$ cat config.mk
export PLATFORM = sky130hd
export DESIGN_NAME = pixel_aer_streamer
export DESIGN_NICKNAME = d
export VERILOG_FILES = /design/src/rtl/pixel_aer_pkg.sv /design/src/rtl/aer_event_fifo.sv /design/src/rtl/pixel_aer_streamer.sv
export SDC_FILE = /design/constraint.sdc
export NUM_CORES = 1
export LEC_CHECK = 0
export BUFFER_PORTS_ARGS = -buffer_cell sky130_fd_sc_hd__clkbuf_2
export CORE_UTILIZATION = 30
export CTS_BUF_LIST = sky130_fd_sc_hd__clkbuf_8
export CTS_CLUSTER_SIZE = 24
export DETAILED_ROUTE_END_ITERATION = 16
export PLACE_DENSITY = 0.54
export SLEW_MARGIN = 20
export SYNTH_ARGS = -nofsm -noshare
export SYNTH_HDL_FRONTEND = slang
export SYNTH_SLANG_ARGS = --single-unit
$ cat constraint.sdc
create_clock -name clk_i -period 11.93 [get_ports clk_i]
set_input_delay 1.7895 -clock clk_i [delete_from_list [all_inputs] [get_ports clk_i]]
set_output_delay 1.7895 -clock clk_i [all_outputs]
set_load 0.05 [all_outputs]
$ cat src/rtl/pixel_aer_pkg.sv
`default_nettype none
// ============================================================================
// Module      : pixel_aer_pkg
// Description : Shared defaults, polarity/type encodings and the event word
//               layout for the pixel AER streamer.
// Revision    : 1.0 - initial release
// ============================================================================
package pixel_aer_pkg;

  localparam int c_def_rows       = 8;
  localparam int c_def_cols       = 8;
  localparam int c_def_ts_w       = 16;
  localparam int c_def_fifo_depth = 8;

  // Polarity field: ON events carry 1, OFF events carry 0.
  typedef enum logic {
    POL_OFF = 1'b0,
    POL_ON  = 1'b1
  } pol_e;

  // Type field: pixel events vs. wall-clock wrap markers.
  typedef enum logic {
    EVT_PIXEL = 1'b0,
    EVT_WRAP  = 1'b1
  } evt_type_e;

  // Event word layout for the default array size, MSB first.
  typedef struct packed {
    evt_type_e                       evt_type;
    logic [$clog2(c_def_rows)-1:0]   x;
    logic [$clog2(c_def_cols)-1:0]   y;
    logic [c_def_ts_w-1:0]           ts;
    pol_e                            pol;
  } aer_evt_t;

endpackage
`default_nettype wire

$ cat src/rtl/aer_event_fifo.sv
`default_nettype none
// ============================================================================
// Module      : aer_event_fifo
// Description : Synchronous event buffer with occupancy count. A push is
//               accepted when full if a pop frees a slot on the same edge.
//               Output data reads as zero while empty.
// Revision    : 1.0 - initial release
// ============================================================================
module aer_event_fifo #(
  parameter int WIDTH = 8,
  parameter int DEPTH = 8
) (
  input  logic                   clk_i,
  input  logic                   reset_i,
  input  logic                   push_i,
  input  logic [WIDTH-1:0]       data_i,
  input  logic                   pop_i,
  output logic [WIDTH-1:0]       data_o,
  output logic                   full_o,
  output logic                   empty_o,
  output logic [$clog2(DEPTH):0] cnt_o
);

  localparam int c_aw = $clog2(DEPTH);

  logic [WIDTH-1:0] r_mem [DEPTH];
  logic [c_aw-1:0]  r_wr;
  logic [c_aw-1:0]  r_rd;
  logic [c_aw:0]    r_cnt;
  logic             w_pop;
  logic             w_push;

  assign empty_o = (r_cnt == '0);
  assign full_o  = (r_cnt == (c_aw+1)'(DEPTH));
  assign w_pop   = pop_i && !empty_o;
  assign w_push  = push_i && (!full_o || w_pop);
  assign data_o  = empty_o ? '0 : r_mem[r_rd];
  assign cnt_o   = r_cnt;

  // Storage array, written at the tail slot.
  always_ff @(posedge clk_i) begin
    if (w_push) r_mem[r_wr] <= data_i;
  end

  // Pointer and occupancy bookkeeping.
  always_ff @(posedge clk_i or posedge reset_i) begin
    if (reset_i) begin
      r_wr  <= '0;
      r_rd  <= '0;
      r_cnt <= '0;
    end else begin
      if (w_push) r_wr <= r_wr + 1'b1;
      if (w_pop)  r_rd <= r_rd + 1'b1;
      r_cnt <= r_cnt + {{c_aw{1'b0}}, w_push} - {{c_aw{1'b0}}, w_pop};
    end
  end

endmodule
`default_nettype wire

$ cat src/rtl/pixel_aer_streamer.sv
`default_nettype none
// ============================================================================
// Module      : pixel_aer_streamer
// Description : Round-robin arbiter over a pixel request array that stamps
//               each winner with the wall clock and buffers the events for
//               a valid/ready stream. Define PIXEL_AER_TS_WRAP_EN to insert
//               a wrap marker event whenever the wall clock rolls over.
// Revision    : 1.0 - initial release
// ============================================================================
module pixel_aer_streamer
  import pixel_aer_pkg::*;
#(
  parameter int ROWS       = c_def_rows,
  parameter int COLS       = c_def_cols,
  parameter int TS_W       = c_def_ts_w,
  parameter int FIFO_DEPTH = c_def_fifo_depth
) (
  input  logic                                      clk_i,
  input  logic                                      reset_i,
  input  logic [ROWS-1:0][COLS-1:0][1:0]            req_i,
  output logic [ROWS-1:0][COLS-1:0]                 gnt_o,
  output logic [$clog2(ROWS)+$clog2(COLS)+TS_W+1:0] evt_data_o,
  output logic                                      evt_valid_o,
  input  logic                                      evt_ready_i,
  output logic [$clog2(FIFO_DEPTH):0]               fifo_cnt_o,
  output logic                                      idle_o
);

  localparam int RA_W     = $clog2(ROWS);
  localparam int CA_W     = $clog2(COLS);
  localparam int EVT_W    = 1 + RA_W + CA_W + TS_W + 1;
  localparam int c_npix   = ROWS * COLS;
  localparam int c_idx_w  = $clog2(c_npix);

  logic [c_npix-1:0]  w_req_nz;
  logic [c_npix-1:0]  w_req_on;
  logic [c_npix-1:0]  w_elig;
  logic [c_npix-1:0]  w_win_oh;
  logic [c_npix-1:0]  r_pend;
  logic [c_npix-1:0]  r_gnt;
  logic [c_idx_w-1:0] r_last;
  logic [c_idx_w-1:0] w_win;
  logic [c_idx_w-1:0] w_scan_sel;
  int                 w_scan_idx;
  logic               w_found;
  logic               r_run;
  logic [TS_W-1:0]    r_ts;
  logic [TS_W-1:0]    w_ts_next;
  logic [RA_W-1:0]    w_x;
  logic [CA_W-1:0]    w_y;
  pol_e               w_pol;
  logic [EVT_W-1:0]   w_pix_evt;
  logic [EVT_W-1:0]   w_wrap_evt;
  logic [EVT_W-1:0]   w_push_data;
  logic               w_full;
  logic               w_empty;
  logic               w_pop;
  logic               w_can_push;
  logic               w_wrap_req;
  logic               w_pix_push;
  logic               w_push;

  // Flatten the 2-D request/grant arrays onto linear index r*COLS+c.
  for (genvar r = 0; r < ROWS; r++) begin : g_row
    for (genvar c = 0; c < COLS; c++) begin : g_col
      assign w_req_nz[r*COLS+c] = |req_i[r][c];
      assign w_req_on[r*COLS+c] = req_i[r][c][0];
      assign gnt_o[r][c]        = r_gnt[r*COLS+c];
    end
  end

  // r_run holds arbitration off until the first edge after reset release.
  assign w_elig = w_req_nz & ~r_pend & {c_npix{r_run}};

  // Round-robin scan starting just after the last winner.
  always_comb begin
    w_scan_idx = 0;
    w_scan_sel = '0;
    w_found    = 1'b0;
    w_win      = '0;
    for (int k = 1; k <= c_npix; k++) begin
      w_scan_idx = int'(r_last) + k;
      if (w_scan_idx >= c_npix) w_scan_idx = w_scan_idx - c_npix;
      w_scan_sel = c_idx_w'(w_scan_idx);
      if (!w_found && w_elig[w_scan_sel]) begin
        w_found = 1'b1;
        w_win   = w_scan_sel;
      end
    end
  end

  assign w_win_oh   = {{(c_npix-1){1'b0}}, 1'b1} << w_win;
  assign w_x        = RA_W'(w_win / COLS);
  assign w_y        = CA_W'(w_win % COLS);
  assign w_pol      = w_req_on[w_win] ? POL_ON : POL_OFF;
  // Events carry the value the wall clock takes at the write edge.
  assign w_ts_next  = r_ts + 1'b1;
  assign w_pix_evt  = {EVT_PIXEL, w_x, w_y, w_ts_next, w_pol};
  assign w_wrap_evt = {EVT_WRAP, {RA_W{1'b0}}, {CA_W{1'b0}}, {TS_W{1'b0}}, POL_OFF};

  assign w_pop      = evt_valid_o && evt_ready_i;
  assign w_can_push = !w_full || w_pop;

`ifdef PIXEL_AER_TS_WRAP_EN
  logic r_wrap_pend;

  // A wrap marker is requested at rollover and retried until it lands.
  assign w_wrap_req = (r_ts == {TS_W{1'b1}}) || r_wrap_pend;

  // Remember a wrap marker that a full buffer turned away.
  always_ff @(posedge clk_i or posedge reset_i) begin
    if (reset_i) r_wrap_pend <= 1'b0;
    else         r_wrap_pend <= w_wrap_req && !w_can_push;
  end
`else
  assign w_wrap_req = 1'b0;
`endif

  assign w_pix_push  = w_found && w_can_push && !w_wrap_req;
  assign w_push      = w_pix_push || (w_wrap_req && w_can_push);
  assign w_push_data = w_wrap_req ? w_wrap_evt : w_pix_evt;

  assign evt_valid_o = !w_empty;
  assign idle_o      = !(|w_elig) && w_empty;

  // Wall clock, pending mask, round-robin pointer and grant pulse.
  always_ff @(posedge clk_i or posedge reset_i) begin
    if (reset_i) begin
      r_run  <= 1'b0;
      r_ts   <= '0;
      r_pend <= '0;
      r_last <= c_idx_w'(c_npix - 1);
      r_gnt  <= '0;
    end else begin
      r_run  <= 1'b1;
      r_ts   <= w_ts_next;
      r_pend <= (r_pend & w_req_nz) | (w_pix_push ? w_win_oh : '0);
      r_gnt  <= w_pix_push ? w_win_oh : '0;
      if (w_pix_push) r_last <= w_win;
    end
  end

  aer_event_fifo #(
    .WIDTH (EVT_W),
    .DEPTH (FIFO_DEPTH)
  ) u_fifo (
    .clk_i   (clk_i),
    .reset_i (reset_i),
    .push_i  (w_push),
    .data_i  (w_push_data),
    .pop_i   (w_pop),
    .data_o  (evt_data_o),
    .full_o  (w_full),
    .empty_o (w_empty),
    .cnt_o   (fifo_cnt_o)
  );

endmodule
`default_nettype wire

==> run_results.csv <==
group,metric,value,unit
setup_path,critPathLaunchType,"register",
floorplan,ioPinCount,225,
timing,setup-violations-final,0,
clock_tree,clk_pin_slew,0.07,ns
final_layout,syn2layout_area_growth,14.78,%
setup_path,critical_path_class,"register to register",
setup_path,critical_path.cell_chain,"inv_4, ha_1, nand2b_1, nor3_1, o41ai_1, nand4_1, mux2_2, a21bo_4, or4_4, or4b_1, buf_4, or3_1, or3_1, nor4_4, a31oi_1, nand4_1, nor4_1, nor2_1, nor2_1, o22a_1, inv_2, nand2_1, nor3_1, nand2b_1",
floorplan,die_w,311.5,microns
placement,dp_hpwl,110800,microns
final_layout,fin_nets,3408,
synth,ys_top_cells_by_area,"edfxtp_1 19%, dfrtp_1 14%, mux4_2 13%",
routing,vias_per_cell,6.209,
clock_tree,clkSinkCount,345,
timing,clock_skew,0.03218,ns
floorplan,initial_core_util,0.3028,
clock_tree,cts_made_buffers,58,
clock_tree,cts_resized,0,
setup_path,critPathLaunch,"r_last[0]",
synth,synth_area_leader_cell,"edfxtp_1",
timing,setup_tns,0,ns
routing,wl,142800,microns
hold_path,hp-class,"register to register",
synth,postSynthCellCount,3028,
routing,wl_per_cell,31.26,microns
setup_path,cp.arrival,11.57,ns
timing,rsz0062_at_grt,"false",
synth,yosysUniqueCellTypes,110,
setup_path,crit_slowest_cell,"dfstp_2",
routing,first_iter_violations,3704,
timing,slew_headroom,0.1843,
timing,worst_pin_slew,1.215,ns
grt,grt_pass1_wl,202100,microns
timing,fin_crit_sh,0.9177,
synth,synth_ff_type,"edfxtp_1",
grt,groute.usage.overall,0.2862,
synth,ys_ff_latch,345,
timing,final_hold_viol_count,0,
setup_path,cp-end-kind,"register",
flow_run,maxCapViolations,0,
grt,grt_start_max_net_pins,96,
hold_path,holdCritStartpoint,"r_pend[41]",
clock_tree,cts_tree,"done",
grt,grt_overflow_total,0,
status,status,"complete, no violations",
synth,synthArstFlopShare,0.4667,
timing,max_clock_freq,0.09133,GHz
clock_tree,hold_buffers,0,
routing,drc,0,
routing,drtAntennaViolNets,0,
placement,place_congestion,1.043,
grt,grt_pass1_vias,26953,
synth,synth_area,0.02873,sq mm
floorplan,fp.coreArea,0.09487,sq mm
clock_tree,cts_root_buffer,"clkbuf_8",
setup_path,critPathMaxFanout,20,
floorplan,fp-row-count,113,
synth,syn-num-nets,3186,
synth,avgSynthCellArea,9.488,sq um
synth,ys_warn_count,0,
routing,via_count,28361,
clock_tree,cts-htree-levels,2,
routing,firstDrtPassIters,7,
grt,antenna_found_initial,6,
timing,maxSlewViolCount,0,
floorplan,die_h,311.5,microns
synth,synth.most_common_cell,"nor2_1",
placement,io_buffers,223,
synth,synth_edf_count,184,
setup_path,r2r_start,"r_last[0]",
synth,ys_seq_area_frac,0.3328,
clock_tree,clk_latency,0.70,ns
setup_path,max_stage_delay,0.87,ns
synth,synth_top_cell_area_share,0.1923,
clock_tree,post-cts-setup-buffers,0,
final_layout,drive_gt1_frac,0.2440,
timing,min_period,10.95,ns
floorplan,die_area,0.09701,sq mm
clock_tree,ctsLongestPathBuffers,3,
setup_path,cp_data_required_time,12.56,ns
synth,synth_common_cells,"318 x nor2_1, 264 x nand2_1, 197 x o21ai_0",
[per-stage QoR]
| step | cells | cell area (sq um) | hold slack (ns) | setup slack [ns] | utilization |
|---|---|---|---|---|---|
| after floorplan | 3028 | 28730 | 0.4598 | 2.910 | - |
| final | 4568 | 32980 | 0.4973 | 0.9813 | 0.3476 |
| after CTS | 4564 | 32960 | 0.4979 | 1.236 | 0.3474 |
| after detailed placement | 4455 | 31640 | 0.4845 | 0.7949 | 0.3335 |
| after global placement | 4455 | 31640 | 0.4752 | 0.8079 | 0.3335 |
| after global routing | 4566 | 32970 | 0.5233 | 0.6668 | 0.3475 |
[critical path, delay by kind of cell, from the launching register on]
kind | cells | cell delay (ns)
flops | 1 | 0.87
compound gates | 4 | 1.52
buf+inv | 3 | 0.69
mux | 1 | 0.53
fa+ha+maj | 1 | 0.47
simple gates | 15 | 6.72
[flip-flops by register name, indices dropped and copies added (netlist names)]
name,count
r_pend,64
u_fifo.cnt_o,4
r_last,6
r_run,1
u_fifo.r_wr,3
u_fifo.r_rd,3
u_fifo.r_mem,184
gnt_o,64
r_ts,16
[layer usage]
metal / share of wire / GRT usage / up-vias
met5: 0.00020 / 0 / -
met4: 0.057 / 0.1449 / 4
met3: 0.088 / 0.05730 / 364
met2: 0.44 / 0.4323 / 1645
met1: 0.42 / 0.3879 / 14187
li1: - / - / 12161
[cell type report]
cell class / count / area, sq um
Fill cell: 9734 / 61890
Multi-Input combinational cell: 2457 / 18300
Sequential cell: 345 / 9570
Timing Repair Buffer: 339 / 1999
Tap cell: 1265 / 1583
Clock buffer: 70 / 963.4
Clock inverter: 39 / 352.8
Inverter: 49 / 198.9
Antenna cell: 4 / 10.01
[final timing paths]
path | end | slack, ns | depth (start not counted)
hold reg to reg | r_pend[41] | 0.50 | 2
max in group asynchronous | r_pend[28] | 9.23 | 3
setup / recovery | r_pend[59] | 0.98 | 24
min in group asynchronous | r_ts[15] | 1.22 | 2
setup reg to reg | r_pend[59] | 0.98 | 24
hold / removal | r_pend[41] | 0.50 | 2
[kinds of logic after synthesis]
kind of cell / after synthesis / share of synthesized area
other cells: 2 / 0.0002614
flops: 345 / 0.3328
fa+ha+maj: 27 / 0.01202
mux: 321 / 0.1859
xor+xnor: 104 / 0.03170
compound gates: 716 / 0.1724
buf+inv: 226 / 0.03506
simple gates: 1287 / 0.2299
[layout by cell type, fill, tap and decap left out, types with 12 or more instances in the layout]
master,count
nor2_1,315
nand2_1,264
clkbuf_2,223
o21ai_0,197
edfxtp_1,184
mux4_2,167
dfrtp_1,152
nor3_1,128
mux2i_1,127
buf_4,115
nand3_1,102
a21oi_1,100
nand2b_1,75
clkbuf_8,70
nor4_1,69
xnor2_1,65
o22ai_1,56
or2_2,54
inv_1,50
and2_1,46
nand4_1,41
and3_1,38
a22oi_1,37
a211oi_1,32
o21ba_2,31
xor2_1,28
mux2_2,26
ha_1,25
o211ai_1,23
or3_1,22
or4_1,21
nor3_2,20
nor2b_1,17
o221ai_1,17
a22o_1,14
a211o_1,14
a21o_1,13
and4_1,12
Power is left out: the tool's default activity adds up to more than one toggle a clock period on the data nets, which glitch-free logic cannot reach.
